[config.mk]
export PLATFORM = sky130hd
export DESIGN_NAME = adder_seq
export DESIGN_NICKNAME = d
export VERILOG_FILES = /design/src/rtl/adder_seq_pkg.sv /design/src/rtl/adder_seq.sv
export SDC_FILE = /design/constraint.sdc
export NUM_CORES = 1
export LEC_CHECK = 0
export ABC_CLOCK_PERIOD_IN_PS = 4110
export CAP_MARGIN = 0
export CORE_MARGIN = 5
export CORE_UTILIZATION = 41
export CTS_CLUSTER_DIAMETER = 100
export DETAILED_ROUTE_END_ITERATION = 7
export PLACE_DENSITY = 0.85
export SYNTH_ARGS = -nofsm -noshare
export SYNTH_HDL_FRONTEND = slang
export SYNTH_SLANG_ARGS = --single-unit
[constraint.sdc]
create_clock -name clk -period 4.11 [get_ports clk]
set_input_delay 0.822 -clock clk [delete_from_list [all_inputs] [get_ports clk]]
set_output_delay 0.822 -clock clk [all_outputs]
set_load 0.005 [all_outputs]
[src/rtl/adder_seq_pkg.sv]
// rtl/adder_seq_pkg.sv - shared width, state encodings and adder write-select codes
package adder_seq_pkg;

    localparam int DATA_WIDTH = 16;

    typedef enum logic [2:0] {
        IDLE  = 3'd0,
        LD_A  = 3'd1,
        LD_B  = 3'd2,
        LD_OP = 3'd3,
        CAPT  = 3'd4,
        RSP   = 3'd5
    } state_t;

    localparam logic [1:0] WEN_IDLE = 2'b00;
    localparam logic [1:0] WEN_IN1  = 2'b01;
    localparam logic [1:0] WEN_IN2  = 2'b10;
    localparam logic [1:0] WEN_OP   = 2'b11;

endpackage

[src/rtl/adder_seq.sv]
// rtl/adder_seq.sv - sequences one add/subtract request through an external register-loaded adder
module adder_seq #(
    parameter int DATA_WIDTH = adder_seq_pkg::DATA_WIDTH
) (
    input  logic                  clk,
    input  logic                  rst,
    input  logic                  req_valid,
    output logic                  req_ready,
    input  logic [DATA_WIDTH-1:0] req_a,
    input  logic [DATA_WIDTH-1:0] req_b,
    input  logic                  req_op,
    output logic                  rsp_valid,
    input  logic                  rsp_ready,
    output logic [DATA_WIDTH-1:0] rsp_data,
    output logic                  rsp_carry,
    output logic [DATA_WIDTH-1:0] add_data_in1,
    output logic [DATA_WIDTH-1:0] add_data_in2,
    output logic                  add_op,
    output logic [1:0]            add_wen,
    input  logic [DATA_WIDTH-1:0] add_data_o,
    input  logic                  add_carry
);
    import adder_seq_pkg::*;

    state_t state;

    // The operand output registers double as the request latch: they are
    // loaded on accept and held until the result is captured.
    always_ff @(posedge clk) begin
        if (rst) begin
            state        <= IDLE;
            add_wen      <= WEN_IDLE;
            add_data_in1 <= '0;
            add_data_in2 <= '0;
            add_op       <= 1'b0;
            rsp_data     <= '0;
            rsp_carry    <= 1'b0;
        end else begin
            case (state)
                IDLE: begin
                    if (req_valid) begin
                        state        <= LD_A;
                        add_wen      <= WEN_IN1;
                        add_data_in1 <= req_a;
                        add_data_in2 <= req_b;
                        add_op       <= req_op;
                    end
                end
                LD_A: begin
                    state   <= LD_B;
                    add_wen <= WEN_IN2;
                end
                LD_B: begin
                    state   <= LD_OP;
                    add_wen <= WEN_OP;
                end
                LD_OP: begin
                    state   <= CAPT;
                    add_wen <= WEN_IDLE;
                end
                CAPT: begin
                    state        <= RSP;
                    rsp_data     <= add_data_o;
                    rsp_carry    <= add_carry;
                    add_data_in1 <= '0;
                    add_data_in2 <= '0;
                    add_op       <= 1'b0;
                end
                RSP: begin
                    if (rsp_ready) state <= IDLE;
                end
                default: begin
                    state   <= IDLE;
                    add_wen <= WEN_IDLE;
                end
            endcase
        end
    end

    assign req_ready = (state == IDLE) && !rst;
    assign rsp_valid = (state == RSP);

endmodule
==> run metrics <==
run status=complete, no violations; clock period minus worst slack=~2.8 ns; Setup Viol. Count Final=0; sequential standard cell area=between 0.001 and 0.0015 sq mm; Finished Layout Cells=roughly 340; DRT Pass-1 Iters=4; Congestion Overflow GR=0; initial antenna violation count=0; Bufs on Longest Clock Path=2; IO Port Bufs=107; Global Route Usage Sum=0.1638; syn_nets=approximately 240; worst path arrival time=roughly 2.0 ns; Initial Util=0.4157; die area=around 0.006 sq mm; postcts setup bufs=0; CP Launch Type=primary input; DRC Markers=0; Yosys reg bits=55; number of diodes=0; Crit. Startpoint=rst; Fmax=between 0.3 and 0.4 GHz; multi-input logic area=694.4 sq um; crit-path max FO=2; Die Ht=78.51 um; Site Rows=25; Power, Total=about 1300 uW; RSZ-0062 raised after global routing=no; Reg clk slew, reported paths=around 0.1 ns; vias per cell=around 4.9; CP Capture Type=output pin; ANT nets after route=0; H-tree depth=2; vias in the first global route=about 1600; max_slew headroom=0.5541; final hold vios=0; Core Util, Final=0.6673; dpl cells=roughly 330; CTS tree=done; Ys Warns=0; Pleak=between 0.001 and 0.0015 uW; total CTS buffers=5; Syn-to-layout area delta=60.53%; post-route setup TNS=0 ns; Seq/Total Area, Yosys=0.5722; Critical Path RT=~3.3 ns; Avg WL per Cell=between 10 and 15 um; largest net degree at the start of global routing=33; Fin Clk Skew=between 0.006 and 0.007 ns; final WL=about 5100 um; Gate Count Post-Synth=around 180; TritonCTS Sinks=55; Max Cap Viol=0; Pwr Density=roughly 400 mW/mm^2; CORE AREA=~0.0046 sq mm; hold_buf cts=0; share of post-route cells with drive strength above 1=0.04912; Netlist cell types=27; HPWL after DPL=3702 um; filler instances=374; fin nets=~340; Chip Width=between 70 and 80 um; Clock Latency Late Sink=roughly 0.3 ns; first-pass GRT wire length=about 8100 um; worst r2r src=state[2]; worst ir drop on vdd=between 300 and 400 uV; # IOs=108; Final period util=0.6921; Post-Syn Area per Cell=10.52 sq um; kind of critical path=in -> out; vias=approximately 1700; mapped cell area=a little under 0.002 sq mm; root buffer cell=clkbuf_8; class of the worst hold path=reg -> reg; Hold Path Origin=rsp_data[7]; Final Max Slew Viols=0; DR iter-0 viols=79; RePlAce Congestion=between 0.7 and 0.8; Least-Margin Pin Slew=~0.67 ns; # resized after CTS=0
[registers in the layout, indices dropped and copies added, names as in the netlist]
register      flops
add_data_in2     16
rsp_data         16
add_op            1
rsp_carry         1
add_data_in1     16
state             3
add_wen           2
[cells by family (layout without fill, tap and decap cells)]
logic type | count (synthesis) | in the layout | synth area share
simple gates | 53 | 53 | 0.1340
flops | 55 | 55 | 0.5722
xor+xnor | 1 | 1 | 0.004552
buf+inv | 16 | 118 | 0.06697
compound gates | 58 | 58 | 0.2224
[cell usage after synthesis, drive strengths merged]
cell      n  area share
dfxtp    55        0.57
nand2    35       0.068
a22o     32        0.15
a21oi    21       0.057
buf      14       0.063
nor3      4       0.010
nor2      3      0.0059
clkbuf    2      0.0039
nor2b     2      0.0065
or2       2      0.0065
a2111oi   1      0.0046
a21bo     1      0.0052
a22oi     1      0.0039
and2      1      0.0033
and3b     1      0.0046
nand2b    1      0.0033
nand4b    1      0.0046
nor3b     1      0.0098
nor4      1      0.0065
o21a      1      0.0039
o21ai     1      0.0026
or3b      1      0.0046
xnor2     1      0.0046
[path summary, 6_finish.rpt]
kind | to | slack [ns] | cells after the start
setup reg to reg | rsp_data[12] | 2.54 | 3
hold reg to reg | rsp_data[7] | 0.46 | 2
setup / recovery | req_ready | 1.27 | 3
hold / removal | rsp_data[7] | 0.46 | 2
[layout by cell type, fill, tap and decap left out, drive strengths merged, types with 2 or more instances in the layout]
| cell | synthesis | routed |
|---|---|---|
| a21oi | 21 | 21 |
| a22o | 32 | 32 |
| buf | 14 | 3 |
| bufinv | 0 | 2 |
| clkbuf | 2 | 6 |
| clkdlybuf4s50 | 0 | 107 |
| dfxtp | 55 | 55 |
| nand2 | 35 | 35 |
| nor2 | 3 | 3 |
| nor2b | 2 | 2 |
| nor3 | 4 | 4 |
| or2 | 2 | 2 |
[worst max-delay path: stages]
cell and delay, ns:
clkdlybuf4s50_1 0.43, nor4_2 0.21, clkdlybuf4s50_1 0.56
[per-stage QoR]
stage / hold WS, ns / setup slack, ns / cell area, sq um
2_1_floorplan: 0.4527 / 2.148 / 1924
5_1_grt: 0.4841 / 1.212 / 3089
6_report: 0.4580 / 1.265 / 3089
3_3_place_gp: 0.4406 / 1.248 / 2957
3_5_place_dp: 0.4457 / 1.265 / 2957
4_1_cts: 0.4592 / 1.254 / 3089
[area by class of cell]
class | count | share of cell area
clock buffers | 6 | 0.02349
clock inverters | 2 | 0.01944
multi-input cells | 112 | 0.2248
flip-flops and latches | 55 | 0.3564
well taps | 54 | 0.02187
repair buffers | 110 | 0.3540
[power breakdown]
| part | internal (uW) | total (uW) | switching (uW) |
|---|---|---|---|
| Clock | 243 | 414 | 170 |
| Sequential | 577 | 609 | 32.3 |
| Combinational | 153 | 232 | 78.4 |
| Total | 974 | 1250 | 281 |
[routing by layer]
layer / track usage / up-vias / share of wire
met1: 0.1991 / 761 / 0.44
met2: 0.2810 / 55 / 0.50
li1: - / 843 / -
met5: 0 / - / 0
met4: 0.05944 / 0 / 0.018
met3: 0.03784 / 8 / 0.045
Power figures use the tool's default switching activity.
==> RTL change 1 (same flow settings) <==
Change the package constant `DATA_WIDTH` from 16 to 32.
--- a/src/rtl/adder_seq_pkg.sv
+++ b/src/rtl/adder_seq_pkg.sv
@@ -2,5 +2,5 @@
 package adder_seq_pkg;
 
-    localparam int DATA_WIDTH = 16;
+    localparam int DATA_WIDTH = 32;
 
     typedef enum logic [2:0] {
Ports: changed (6 resized); port bits go from 108 to 204. No check against the original RTL was run, so the function may have changed too.
==> RTL change 1 against the original RTL <==
Register-to-register slack lost 530 ps. Highest routed layer unchanged. Sequential cell count grew 48. Synthesized area grew 76%. Critical endpoint unchanged. Combinational power grew 81%. Sequential share of layout area grew 1.3 points. Wire length grew 110%. Largest power group unchanged. Cell area grew 81%. Worst setup slack gained 31 ps. Power grew 69%. First-iteration DRC count grew 37%. Clock power grew 37%. Cell count grew 83%. Fmax grew 1.1%.
==> RTL change 1: results (changes against the original RTL) <==
Outcome: finished clean (unchanged)
Drt wl/cell: 17.1 um (was 15.0 um)
Max-slew violations: 0 (unchanged)
H-tree Lvls: 3 (was 2)
Syn Nets: 423 (was 237)
Buffer count from post-CTS setup fixing: 0 (unchanged)
N_diodes: 0 (unchanged)
Number of global-route vias before repair: 3111 (was 1607)
Least-Margin Pin Slew: 1220 ps (was 668 ps)
Commonest cells post-synth: dfxtp_1, nand2_1, a22o_1 (unchanged)
Clk Latency, worst-skew pair: 350 ps (was 300 ps)
Worst EP arrival: 1990 ps (was 2020 ps)
Placed inst area: 5420 um^2 (was 2960 um^2)
CP Max Fanout: 2 (unchanged)
PostCTS Resize Cnt: 0 (unchanged)
Largest regs: add_data_in1: 32 flops, add_data_in2: 32 flops, rsp_data: 32 flops (was add_data_in1: 16 flops, add_data_in2: 16 flops, rsp_data: 16 flops)
Global Route Usage Sum: 20.5% (was 16.4%)
Yosys warnings: 0 (unchanged)
Clock Skews: 10.8 ps (was 6.18 ps)
Maximum VDD drop: 0.209 mV (was 0.328 mV)
Via density: 5.04 (was 4.92)
Inserted Clock Buffers: 9 (was 5)
Placer Congestion: 0.753 (was 0.723)
Initial antenna violation count: 0 (unchanged)
P_leak: 0.00205 uW (was 0.00114 uW)
Nets: 612 (was 338)
DR iter-0 viols: 108 (was 79)
Post-synth cell types: 27 (unchanged)
Port Buffers: 203 (was 107)
Asr flop ratio synth: 0% (unchanged)
Clock power frac: 26.8% (was 33.0%)
Root Buffer: clkbuf_8 (unchanged)
Share of layout cells above drive strength 1: 4.27% (was 4.91%)
First-pass DRT Iterations: 4 (unchanged)
First-pass GRT wire length: 16.3 mm (was 8.05 mm)
Pin count of the biggest net entering global routing: 66 (was 33)
Half-perimeter wire length after placement: 7.96 mm (was 3.70 mm)
Net Sw Power: 542 uW (was 281 uW)
Post-synthesis sequential area ratio: 60.9% (was 57.2%)
Synth area leaders: dfxtp_1, a22o_1, nand2_1 (unchanged)
Placement Setup Slack: 1300 ps (was 1270 ps)
Bufs on Longest Clock Path: 2 (unchanged)
Worst Hold Class: register to register (unchanged)
Worst-path clk slew: 100 ps (about the same)
[RTL change 1: changes by cell type after synthesis, sizes merged, moves of 5 or more]
cell	delta
a21oi	+15
a22o	+33
buf	+5
clkbuf	+7
dfxtp	+48
nand2	+32
[RTL change 1: routing by layer]
layer	vias to the layer above	GRT usage, %	wire (um)
met3	17	8.24	1180
met2	144	36.1	5160
li1	1512	-	-
met1	1450	22.5	4050
met5	-	0	0
met4	0	6.34	224
[RTL change 1: per-stage QoR]
stage / std cells / power, uW
global placement: 604 / 1560
global route: 620 / 2220
detailed placement: 604 / 1580
CTS: 620 / 2150
finish: 620 / 2120
floorplan: 321 / 1300
[RTL change 1: area by class of cell]
class,count,area (um^2)
clock buffer,10,128
timing repair buffer,206,2050
multi-input combinational,190,1170
sequential,103,2060
tap,105,131
clock inverter,6,43.8
fill,610,2550
[RTL change 1: kinds of logic (layout without fill, tap and decap cells)]
logic type	Yosys count	count (layout)	share of synthesized area, %
buf+inv	28	222	5.06
xor+xnor	1	1	0.259
compound gates	105	105	23.1
flops	103	103	60.9
simple gates	84	84	10.7
[RTL change 1: worst paths after layout]
check | from | to | slack, ps | depth (start not counted)
setup reg to reg | state[0] | add_data_in1[16] | 2010 | 4
setup / recovery | rst | req_ready | 1300 | 3
hold reg to reg | rsp_data[6] | rsp_data[6] | 460 | 2
hold / removal | rsp_data[6] | rsp_data[6] | 460 | 2
[RTL change 1: power groups by stage]
stage / Clock (uW) / Combinational [uW] / Sequential (uW)
finish: 567 / 420 / 1130
global route: 631 / 450 / 1140
CTS: 593 / 425 / 1130
detailed placement: 0 / 422 / 1150
global placement: 0 / 414 / 1150
floorplan: 0 / 150 / 1150
[RTL change 1: critical path: stages]
cell	delay, ps
clkdlybuf4s50_1	440
nor4_2	170
clkdlybuf4s50_1	560
==> RTL change 2 (config.mk and constraints unchanged) <==
Without the edit above. Re-encode `state_t` (6 states) as one-hot, 6 bits wide.
--- a/src/rtl/adder_seq_pkg.sv
+++ b/src/rtl/adder_seq_pkg.sv
@@ -4,11 +4,11 @@
     localparam int DATA_WIDTH = 16;
 
-    typedef enum logic [2:0] {
-        IDLE  = 3'd0,
-        LD_A  = 3'd1,
-        LD_B  = 3'd2,
-        LD_OP = 3'd3,
-        CAPT  = 3'd4,
-        RSP   = 3'd5
+    typedef enum logic [5:0] {
+        IDLE  = 6'b000001,
+        LD_A  = 6'b000010,
+        LD_B  = 6'b000100,
+        LD_OP = 6'b001000,
+        CAPT  = 6'b010000,
+        RSP   = 6'b100000
     } state_t;
 
Function: same outputs for any inputs over 10 cycles, from zero or initial values and one cycle with rst high; not proved beyond that.
==> RTL change 2 against the original RTL <==
Power up 3.4%. Worst setup slack worse by 190 ps. Highest routed layer unchanged. Clock power up 8.9%. Sequential cell count up 3. Synthesized area up 26%. Wire length up 40%. Largest power group unchanged. Cell area up 17%. Cell count up 35%. Critical endpoint unchanged. First-iteration DRC count up 62%. Largest cell class unchanged. Worst hold slack better by 23 ps. Die area up 23%.
==> RTL change 2: results (changes against the original RTL) <==
Placed inst area: 3450 um^2 (was 2960 um^2)
Mux cell area share after synthesis: 0% (unchanged)
Dpl cells: 441 (was 331)
Bufs on Longest Clock Path: 2 (unchanged)
Maximum VDD drop: 0.212 mV (was 0.328 mV)
Share of layout cells above drive strength 1: 6.04% (was 4.91%)
Worst-path clk slew: 60 ps (was 100 ps)
Syn Nets: 340 (was 237)
Yosys warnings: 0 (unchanged)
Post-route insts no fill: 456 (was 339)
CP Max Fanout: 2 (unchanged)
First-pass GRT wire length: 11.0 mm (was 8.05 mm)
Worst EP arrival: 2220 ps (was 2020 ps)
Commonest cells post-synth: dfxtp_1, a21oi_1, nand3_1, o21ai_1, clkbuf_1 (was dfxtp_1, nand2_1, a22o_1)
Post-synth cell types: 34 (was 27)
Buffer count from post-CTS setup fixing: 0 (unchanged)
Port Buffers: 107 (unchanged)
Crit path max-delay family: buffers and inverters (unchanged)
Largest regs: add_data_in1: 16 flops, add_data_in2: 16 flops, rsp_data: 16 flops (unchanged)
Root Buffer: clkbuf_8 (unchanged)
Least-Margin Pin Slew: 1010 ps (was 668 ps)
Worst Hold Class: register to register (unchanged)
CP max stage delay: 580 ps (was 560 ps)
Post-synthesis sequential area ratio: 47.9% (was 57.2%)
Outcome: finished clean (unchanged)
Area growth syn-to-layout: 49.3% (was 60.5%)
Clock Skews: 7.40 ps (was 6.18 ps)
Initial antenna violation count: 0 (unchanged)
Via density: 5.39 (was 4.92)
P_leak: 0.00127 uW (was 0.00114 uW)
Pin count of the biggest net entering global routing: 53 (was 33)
Post-Synth XOR/XNOR Area: 0.722% (was 0.455%)
Asr flop ratio synth: 0% (unchanged)
Clk Latency, worst-skew pair: 330 ps (was 300 ps)
Post-Synthesis Cells: 286 (was 183)
N_diodes: 0 (unchanged)
DR iter-0 viols: 128 (was 79)
Placer Congestion: 0.751 (was 0.723)
Final wirelength: 7.09 mm (was 5.08 mm)
DRC violations left: 0 (unchanged)
Global Route Usage Sum: 18.3% (was 16.4%)
Synth area leaders: dfxtp_1, a21oi_1, nand3_1 (was dfxtp_1, a22o_1, nand2_1)
H-tree Lvls: 3 (was 2)
Half-perimeter wire length after placement: 4.80 mm (was 3.70 mm)
Synth Area in Compound Gates: 25.1% (was 22.2%)
Most used DFF post-synth: dfxtp_1 (unchanged)
Nets: 431 (was 338)
Inserted Clock Buffers: 9 (was 5)
Number of global-route vias before repair: 2296 (was 1607)
==> RTL change 2: through the flow <==
| step | setup WS (ps) | utilization [%] |
|---|---|---|
| after floorplan | 1970 | - |
| after global placement | 1080 | 59.0 |
| after detailed placement | 1070 | 59.0 |
| after CTS | 1060 | 61.9 |
| after global routing | 954 | 61.9 |
| final | 1070 | 61.9 |
==> RTL change 2: final timing paths <==
kind | start | to | slack (ps) | cells past startpoint
setup / recovery | rst | req_ready | 1070 | 3
hold / removal | add_data_in1[6] | add_data_in1[6] | 480 | 2
setup reg to reg | state[5] | add_data_in1[13] | 1960 | 4
hold reg to reg | add_data_in1[6] | add_data_in1[6] | 480 | 2
==> RTL change 2: cell type report <==
class | count | area (um^2)
Fill cell | 501 | 2230
Tap cell | 75 | 93.8
Clock buffer | 12 | 155
Sequential cell | 58 | 1160
Timing Repair Buffer | 113 | 1120
Multi-Input combinational cell | 195 | 1080
Clock inverter | 3 | 15.0
==> RTL change 2: cell families (layout without fill, tap and decap cells) <==
family	Yosys count	in the layout
DFF	58	58
and+or+nand+nor	79	79
AOI/OAI and AO/OA	114	114
buffers and inverters	33	128
xor gates and xnor gates	2	2
==> RTL change 2: layer usage <==
metal	GRT usage [%]	routed length, um
met1	22.4	3060
met2	30.6	3430
met3	4.26	499
met4	8.22	100
met5	0	0
==> RTL change 2: power breakdown <==
group / total (uW) / switching [uW] / leakage [uW] / internal (uW)
Clock: 451 / 206 / 0.0000920 / 245
Combinational: 233 / 104 / 0.000704 / 129
Sequential: 614 / 22.2 / 0.000473 / 591
Total: 1300 / 332 / 0.00127 / 965
==> RTL change 2: tightest hold or removal path: stages, from the launching register on <==
cell,delay (ps)
dfxtp_1,310
o21ai_1,60
a21oi_1,60
